[src/rtl/shift_pkg.sv]
`default_nettype none
// ============================================================================
// Module   : shift_pkg
// Purpose  : Shared definitions for the sequential shift unit. It holds the
//            operation encodings, the FSM state encoding and the default
//            width constants.
// Ports    : none (package)
// Revision : 1.0 - initial release
// ============================================================================
package shift_pkg;

   localparam int DEF_WIDTH = 32;
   localparam int DEF_SHW   = 6;

   typedef enum logic [1:0] {
      OP_LOAD = 2'b00,
      OP_SLL  = 2'b01,
      OP_SRL  = 2'b10,
      OP_SRA  = 2'b11
   } op_e;

   typedef enum logic [1:0] {
      ST_IDLE  = 2'b00,
      ST_SHIFT = 2'b01,
      ST_DONE  = 2'b10
   } state_e;

endpackage : shift_pkg
`default_nettype wire

[src/rtl/shift_step.sv]
`default_nettype none
// ============================================================================
// Module   : shift_step
// Purpose  : Combinational one-bit-position shift of a WIDTH-bit word. The
//            operation code selects the direction and fill bit. LOAD passes
//            the word through unchanged.
// Ports    : op_i   [1:0]       operation code (shift_pkg::op_e encoding)
//            data_i [WIDTH-1:0] word to shift
//            data_o [WIDTH-1:0] word shifted by one position
// Revision : 1.0 - initial release
// ============================================================================
module shift_step
   import shift_pkg::*;
#(
   parameter int WIDTH = DEF_WIDTH
) (
   input  logic [1:0]       op_i,
   input  logic [WIDTH-1:0] data_i,
   output logic [WIDTH-1:0] data_o
);

   always_comb begin
      data_o = data_i;
      unique case (op_e'(op_i))
         OP_SLL:  data_o = {data_i[WIDTH-2:0], 1'b0};
         OP_SRL:  data_o = {1'b0, data_i[WIDTH-1:1]};
         // The sign bit is copied into the vacated MSB.
         OP_SRA:  data_o = {data_i[WIDTH-1], data_i[WIDTH-1:1]};
         default: data_o = data_i;
      endcase
   end

endmodule : shift_step
`default_nettype wire

[src/rtl/shift_seq.sv]
`default_nettype none
// ============================================================================
// Module   : shift_seq
// Purpose  : Sequential shifter that moves the operand one bit position per
//            clock. Completion is signalled by a single-cycle done pulse, and
//            the result is held on data_out until the next accepted request.
// Ports    : clk      clock, rising edge
//            reset    synchronous active-high reset
//            start    request, accepted only in IDLE or DONE
//            op       [1:0]       00 LOAD, 01 SLL, 10 SRL, 11 SRA
//            data_in  [WIDTH-1:0] operand, captured on accept
//            shamt    [SHW-1:0]   shift amount, captured on accept
//            data_out [WIDTH-1:0] working / result register
//            busy     high while shifting
//            done     one-cycle completion pulse
// Revision : 1.0 - initial release
// ============================================================================
module shift_seq
   import shift_pkg::*;
#(
   parameter int WIDTH = DEF_WIDTH,
   parameter int SHW   = DEF_SHW
) (
   input  logic             clk,
   input  logic             reset,
   input  logic             start,
   input  logic [1:0]       op,
   input  logic [WIDTH-1:0] data_in,
   input  logic [SHW-1:0]   shamt,
   output logic [WIDTH-1:0] data_out,
   output logic             busy,
   output logic             done
);

   localparam logic [SHW-1:0] c_WIDTH_SH = SHW'(WIDTH);
   localparam logic [SHW-1:0] c_ONE      = SHW'(1);

   state_e           state_q, state_d;
   logic [SHW-1:0]   cnt_q,   cnt_d;
   logic [1:0]       op_q,    op_d;
   logic [WIDTH-1:0] data_q,  data_d;

   logic             w_accept;
   logic [SHW-1:0]   w_cnt_load;
   logic [WIDTH-1:0] w_step;

   // A new request can only be taken when no shift is in flight.
   assign w_accept = start && ((state_q == ST_IDLE) || (state_q == ST_DONE));

   // LOAD never shifts. Amounts past WIDTH are clamped so that the result
   // saturates to zero or sign fill and latency stays bounded at WIDTH+1.
   always_comb begin
      w_cnt_load = shamt;
      if (op_e'(op) == OP_LOAD) begin
         w_cnt_load = '0;
      end else if (shamt > c_WIDTH_SH) begin
         w_cnt_load = c_WIDTH_SH;
      end
   end

   shift_step #(
      .WIDTH (WIDTH)
   ) u_shift_step (
      .op_i   (op_q),
      .data_i (data_q),
      .data_o (w_step)
   );

   // ---------------- FSM: state register ----------------
   always_ff @(posedge clk) begin
      if (reset) begin
         state_q <= ST_IDLE;
      end else begin
         state_q <= state_d;
      end
   end

   // ---------------- FSM: next-state logic ----------------
   always_comb begin
      state_d = state_q;
      unique case (state_q)
         ST_IDLE, ST_DONE: begin
            if (w_accept) begin
               state_d = (w_cnt_load == '0) ? ST_DONE : ST_SHIFT;
            end else begin
               state_d = ST_IDLE;
            end
         end
         ST_SHIFT: begin
            if (cnt_q == c_ONE) begin
               state_d = ST_DONE;
            end
         end
         default: state_d = ST_IDLE;
      endcase
   end

   // ---------------- FSM: output decode ----------------
   always_comb begin
      busy = 1'b0;
      done = 1'b0;
      unique case (state_q)
         ST_SHIFT: busy = 1'b1;
         ST_DONE:  done = 1'b1;
         default: begin
            busy = 1'b0;
            done = 1'b0;
         end
      endcase
   end

   // ---------------- Datapath ----------------
   always_comb begin
      cnt_d  = cnt_q;
      op_d   = op_q;
      data_d = data_q;
      if (w_accept) begin
         cnt_d  = w_cnt_load;
         op_d   = op;
         data_d = data_in;
      end else if (state_q == ST_SHIFT) begin
         cnt_d  = cnt_q - c_ONE;
         data_d = w_step;
      end
   end

   always_ff @(posedge clk) begin
      if (reset) begin
         cnt_q  <= '0;
         op_q   <= OP_LOAD;
         data_q <= '0;
      end else begin
         cnt_q  <= cnt_d;
         op_q   <= op_d;
         data_q <= data_d;
      end
   end

   assign data_out = data_q;

endmodule : shift_seq
`default_nettype wire

[config.mk]
export PLATFORM = sky130hd
export DESIGN_NAME = shift_seq
export DESIGN_NICKNAME = d
export VERILOG_FILES = /design/src/rtl/shift_pkg.sv /design/src/rtl/shift_step.sv /design/src/rtl/shift_seq.sv
export SDC_FILE = /design/constraint.sdc
export NUM_CORES = 1
export LEC_CHECK = 0
export ABC_AREA = 1
export CAP_MARGIN = 20
export CORE_MARGIN = 5
export CORE_UTILIZATION = 37
export DETAILED_ROUTE_END_ITERATION = 12
export PLACE_DENSITY = 0.64
export SLEW_MARGIN = 20
export SYNTH_ARGS = -nofsm -noshare
export SYNTH_HDL_FRONTEND = slang
export SYNTH_SLANG_ARGS = --single-unit
[constraint.sdc]
create_clock -name clk -period 2.31 [get_ports clk]
set_input_delay 0.462 -clock clk [delete_from_list [all_inputs] [get_ports clk]]
set_output_delay 0.462 -clock clk [all_outputs]
set_load 0.03 [all_outputs]
Yosys cells after proc, flatten, opt, wreduce, memory -nomap -nowiden
Index checks and enable logic that the tools add are counted.
- eq/ne operators: 8
- $add $sub $neg: 1
- order comparisons: 1
- muxes and demuxes: 13
- reduce and logical (&&, ||, !) cells: 11
- operator list (cell ; number):
    case mux 32 bit (3 select lines) ; 1
    2-to-1 mux 32 bit ; 2
    2-to-1 mux 6 bit ; 4
    == test 2 bit (second input constant) ; 3
    == test 6 x 1 -> 1 bit (second input constant) ; 1
    greater-than comparator 6 bit (second input constant) ; 1
    logical NOT 6 bit ; 1
    2-to-1 mux 2 bit ; 3
    subtractor 6 x 1 -> 6 bit (second input constant) ; 1
    == test 2 x 1 -> 1 bit (second input constant) ; 2
    logical NOT 2 bit ; 2
    inequality test 2 bit (second input constant) ; 2
    case mux 2 bit (2 select lines) ; 1
    nonzero test 4 bit ; 1
    AND reduction 3 bit ; 1
    nonzero test 3 bit ; 1
    2-to-1 mux 1 bit ; 2
    AND reduction 2 bit ; 1
    nonzero test 2 bit ; 1
    OR reduction 2 bit ; 1
    logical AND 1 bit ; 1
    logical OR 1 bit ; 1
- output and inout bits: 34
- flip-flop bits (word level): 42
- logic and storage cells: 39
- bits of input ports: 43

Longest topological paths before layout
- depth after elaboration: 7
- depth in mapped cells: 10
- mapped depth without buffers: 9

By module
From an unflattened synthesis, not the netlist that was laid out.
- cells, all modules: 384
- area total of the unflattened synthesis: 2568.7 µm²
- modules (own cells, without submodules) (module ; times used ; cells an instance ; seq. area each (µm²) ; area an instance (µm²)):
    shift_seq ; 1 ; 241 ; 840.8 ; 1858.0
    shift_step ; 1 ; 143 ; 0.0 ; 710.7

Worst setup path after synthesis
No wires, ideal clock.
- kind: register to register
- start point: reg state_q[0]
- end point: reg data_q[10] (netlist: data_out[10])
- clock period less this slack: 1.447 ns
- cell stages (with the launch flop): 10
- path buffers: 2
- library setup time: 0.122 ns
- setup slack: 0.863 ns
- data arrival time: 1.325 ns
- required time: 2.188 ns
- cells stage by stage: dfxtp_1 inv_2 nor2_4 inv_2 nand2_4 o21ai_4 inv_4 buf_6 buf_6 a21oi_2
- cells in the longest elaborated chain, start to end: 5
- elaborated cells on any way between the ends: 9
- classes of those cells: eq/ne: 2; mux: 1; reduce/logical: 6
- RTL lines (item ; RTL line ; text):
    start: declaration ; shift_seq.sv:38 ; state_e state_q, state_d;
    start signal: assignment ; shift_seq.sv:74 ; state_q <= state_d;
    == test 2 bit or logical NOT 2 bit (tied branches) ; shift_seq.sv:48 ; assign w_accept = start && ((state_q == ST_IDLE) || (state_q == ST_DONE));
    logical OR 1 bit ; shift_seq.sv:48 ;
    logical AND 1 bit ; shift_seq.sv:48 ;
    nonzero test 4 bit (no source line) or nonzero test 2 bit (tied branches) ; n/a ;
    AND reduction 2 bit (no source line) ; n/a ;
    end signal: assignment ; shift_seq.sv:135 ; data_q <= data_d;
    end: declaration ; shift_seq.sv:41 ; logic [WIDTH-1:0] data_q, data_d;
Several ways; a longest one is shown, not always the timed one.
A chain may end at the register's enable or synchronous reset.

Worst setup path in the final report
- start point: reg state_q[0]
- end point: out busy
- cells in the longest elaborated chain, start to end: 2
- RTL lines (item ; RTL line ; text):
    == test 2 x 1 -> 1 bit ; shift_seq.sv:102 ; unique case (state_q)
    2-to-1 mux 1 bit ; shift_seq.sv:102 ;
    end: declaration ; shift_seq.sv:31 ; output logic busy,
No other way between the ends.

==> results.rst <==
.. list-table::
   :header-rows: 1

   * - Metric
     - Value
   * - Critical path data required time
     - 1850 ps
   * - Type of the setup path with the least slack
     - reg2out
   * - Number of flops mapped to enable cells by yosys
     - 0
   * - Standard-cell row count
     - 28
   * - Synth async-reset ratio
     - 0
   * - Biggest area consumer among synthesized cells
     - sky130_fd_sc_hd__dfxtp_1
   * - Number of instances in the synthesized netlist
     - 335
   * - Hold-fix buffers at CTS
     - 0
   * - Crit path arrival time
     - 1550 ps
   * - Worst Path Buf+Inv
     - 2
   * - Overall fraction of global-route tracks in use
     - 0.167
   * - Clock sink count
     - 42
   * - Pre-CTS worst setup slack
     - 165 ps
   * - IO Pins
     - 77
   * - Die Y
     - 89.0 um
   * - Worst Setup Start Kind
     - flop
   * - Synth top area cells
     - sky130_fd_sc_hd__dfxtp_1, sky130_fd_sc_hd__nand2_1, sky130_fd_sc_hd__a21oi_1
   * - Highest clock frequency the design can meet
     - 497 MHz
   * - Number of maximum-capacitance violations
     - 0
   * - Outcome
     - completed
   * - Reg-to-reg critical path startpoint
     - state_q[0]$_SDFFE_PP0P_
   * - Ant. Diodes
     - 0
   * - Fraction of the cycle the final worst path needs
     - 0.870
   * - Fraction of layout cells with a size suffix above 1
     - 0.0856
   * - Worst r2r path cells
     - 9
   * - Total die area
     - 7920 um2
   * - CTS tree
     - done
   * - Count of input and output buffers
     - 76
   * - Detailed Place HPWL
     - 4.55 mm
   * - Die width
     - 89.0 um
   * - Maximum clock path buffer count
     - 2
   * - Clock Root Buffer
     - sky130_fd_sc_hd__clkbuf_8
   * - Remaining design rule violation count
     - 0
   * - Net count after synthesis
     - 380
   * - CP endpoint kind
     - output pin
   * - Antenna-violating nets left
     - 0
   * - Final setup violation count
     - 0
   * - H-tree Lvls
     - 2
   * - Final WS setup
     - 299 ps
   * - Number of max-slew violations in the final report
     - 0
   * - Inserted Clock Buffers
     - 5
   * - Global-route wire length before repair
     - 10.5 mm
   * - FF-to-FF End
     - data_out[31]$_SDFFE_PP0P_
   * - Core Area
     - 5990 um2
   * - Commonest cells post-synth
     - sky130_fd_sc_hd__nand2_1, sky130_fd_sc_hd__a21oi_1, sky130_fd_sc_hd__o21ai_0
   * - Final estimated routing congestion in global placement
     - 0.810
   * - Initial antenna violation count
     - 0
   * - Top-area cell type share of the netlist area
     - 0.364
   * - HP Start
     - data_out[31]$_SDFFE_PP0P_
   * - Nets
     - 453
   * - Via total after detailed routing
     - 2403
   * - Final global-route overflow total
     - 0
   * - Fin Setup TNS
     - 0 ps
   * - Reg-to-reg setup timing slack
     - 730 ps
   * - Final WL
     - 6.44 mm
   * - Number of warnings printed during yosys synthesis
     - 0
   * - Worst Path Max Fanout
     - 5
   * - Synthesis-to-layout area growth
     - 39.2%
   * - Final hold violation count
     - 0
   * - Vias per std cell
     - 4.96
   * - Skew-Pair Late Insertion Delay
     - 300 ps
   * - Hold Path Cell Cnt
     - 2
   * - Number of global-route vias before repair
     - 2209
   * - Top Family by Delay on Critical Path
     - buffers and inverters
   * - Actual transition at the worst max-transition pin
     - 421 ps
   * - Power per standard cell area
     - 726 nW/um2
   * - Wire length per cell after detailed routing
     - 13.3 um
   * - Cell area after technology mapping
     - 2310 um2
   * - Primary FF master, synth
     - sky130_fd_sc_hd__dfxtp_1
   * - Clock edge transition at the registers on the reported setup and hold paths
     - 80 ps
   * - Worst path cell trace
     - inv_2 -> nor2_4 -> clkdlybuf4s50_1
   * - First-pass detailed-route iteration total
     - 4
   * - Leakage component of the power
     - 0.00128 uW
   * - Register bit count reported by yosys
     - 42
   * - WHS
     - 510 ps
   * - Hold worst-path end
     - data_out[31]$_SDFFE_PP0P_
   * - Slew headroom
     - 0.719
   * - Starting density of the core
     - 0.385
   * - Total of cells resized after clock tree synthesis
     - 0
   * - Clock Skew
     - 7.77 ps
   * - Most frequent cell after synthesis
     - sky130_fd_sc_hd__nand2_1
   * - Average instance area after synthesis
     - 6.89 um2
   * - Largest net degree at the start of global routing
     - 38
   * - VDD IR max
     - 0.328 mV
   * - First-iteration detailed-routing DRC count
     - 113
   * - Unrepaired setup endpoints after global routing
     - false
   * - Delay of the slowest cell on the worst path
     - 690 ps
   * - Path type of the worst min-delay path
     - reg2reg
   * - Sequential area share after synthesis
     - 0.364
   * - Shortest period the worst path allows
     - 2010 ps
   * - CP max-delay cell
     - sky130_fd_sc_hd__clkdlybuf4s50_1
   * - Setup Buffers After CTS
     - 0
   * - Count of distinct cell types in the synthesized netlist
     - 29
[report_power, final]
part / switching, uW / total, uW / internal, uW
sequential: 101 / 929 / 828
clock: 254 / 496 / 241
combinational: 528 / 911 / 383
[worst max-delay path by stage]
| stage | startpoint | endpoint | cells past startpoint |
|---|---|---|---|
| floorplan | state_q[0]$_SDFFE_PP0P_ | data_out[10]$_SDFFE_PP0P_ | 9 |
| global placement | start | data_out[31]$_SDFFE_PP0P_ | 9 |
| detailed placement | start | data_out[31]$_SDFFE_PP0P_ | 9 |
| CTS | state_q[0]$_SDFFE_PP0P_ | busy | 3 |
| global route | state_q[0]$_SDFFE_PP0P_ | busy | 3 |
| finish | state_q[0]$_SDFFE_PP0P_ | busy | 3 |
[flip-flops by register name, summed over array words and instances, names as in the netlist]
| signal | flops |
|---|---|
| data_out | 32 |
| cnt_q | 6 |
| op_q | 2 |
| state_q | 2 |
[stage by stage]
step           cell area (um2)  power (uW)  cells   util
2_1_floorplan             2310        1510    335      -
3_3_place_gp              3120        1850    476  0.521
3_5_place_dp              3120        1860    476  0.521
4_1_cts                   3210        2350    484  0.537
5_1_grt                   3210        2480    484  0.537
6_report                  3210        2340    484  0.537
[final cells by class]
type	instances	area, um2
multi-input combinational	244	1220
clock inverter	1	5.00
inverter	31	119
clock buffer	7	86.3
timing repair buffer	84	846
sequential	42	841
tap	75	93.8
fill	592	2780
[per-layer routing]
metal / routed length (um) / vias up / global-route usage
met1: 3060 / 1055 / 0.226
met5: 0 / - / 0
met4: 49 / 0 / 0.0365
met2: 2820 / 69 / 0.263
li1: - / 1274 / -
met3: 518 / 5 / 0.0498
[worst register-to-register path: cells and delay by family, from the launching register on]
| kind | cells | cell delay [ps] |
|---|---|---|
| buffers and inverters | 3 | 670 |
| AOI/OAI and AO/OA | 1 | 120 |
| and+or+nand+nor | 5 | 370 |
| DFF | 1 | 350 |
[cells in the final DEF, fill, tap and decap left out, types with 3 or more instances in the layout]
master	netlist	final
sky130_fd_sc_hd__buf_4	3	6
sky130_fd_sc_hd__nand2_1	77	77
sky130_fd_sc_hd__nand3_1	14	14
sky130_fd_sc_hd__inv_1	26	26
sky130_fd_sc_hd__o21ai_0	44	44
sky130_fd_sc_hd__nor2_1	19	19
sky130_fd_sc_hd__dfxtp_1	42	42
sky130_fd_sc_hd__a21oi_2	10	10
sky130_fd_sc_hd__clkbuf_8	0	6
sky130_fd_sc_hd__inv_2	3	3
sky130_fd_sc_hd__o21ai_1	8	8
sky130_fd_sc_hd__clkdlybuf4s50_1	0	76
sky130_fd_sc_hd__a21oi_1	53	53
[cell families (layout without fill, tap and decap cells)]
logic type                 after synthesis  in the layout  share of synthesized area
DFF                                     42             42                      0.364
xor gates and xnor gates                 2              2                    0.00759
buffers and inverters                   49            123                      0.106
AOI/OAI and AO/OA                      123            123                      0.295
adders and majority gates                2              2                     0.0108
and+or+nand+nor                        117            117                      0.217
No activity file was read; power rests on OpenSTA's default activity.
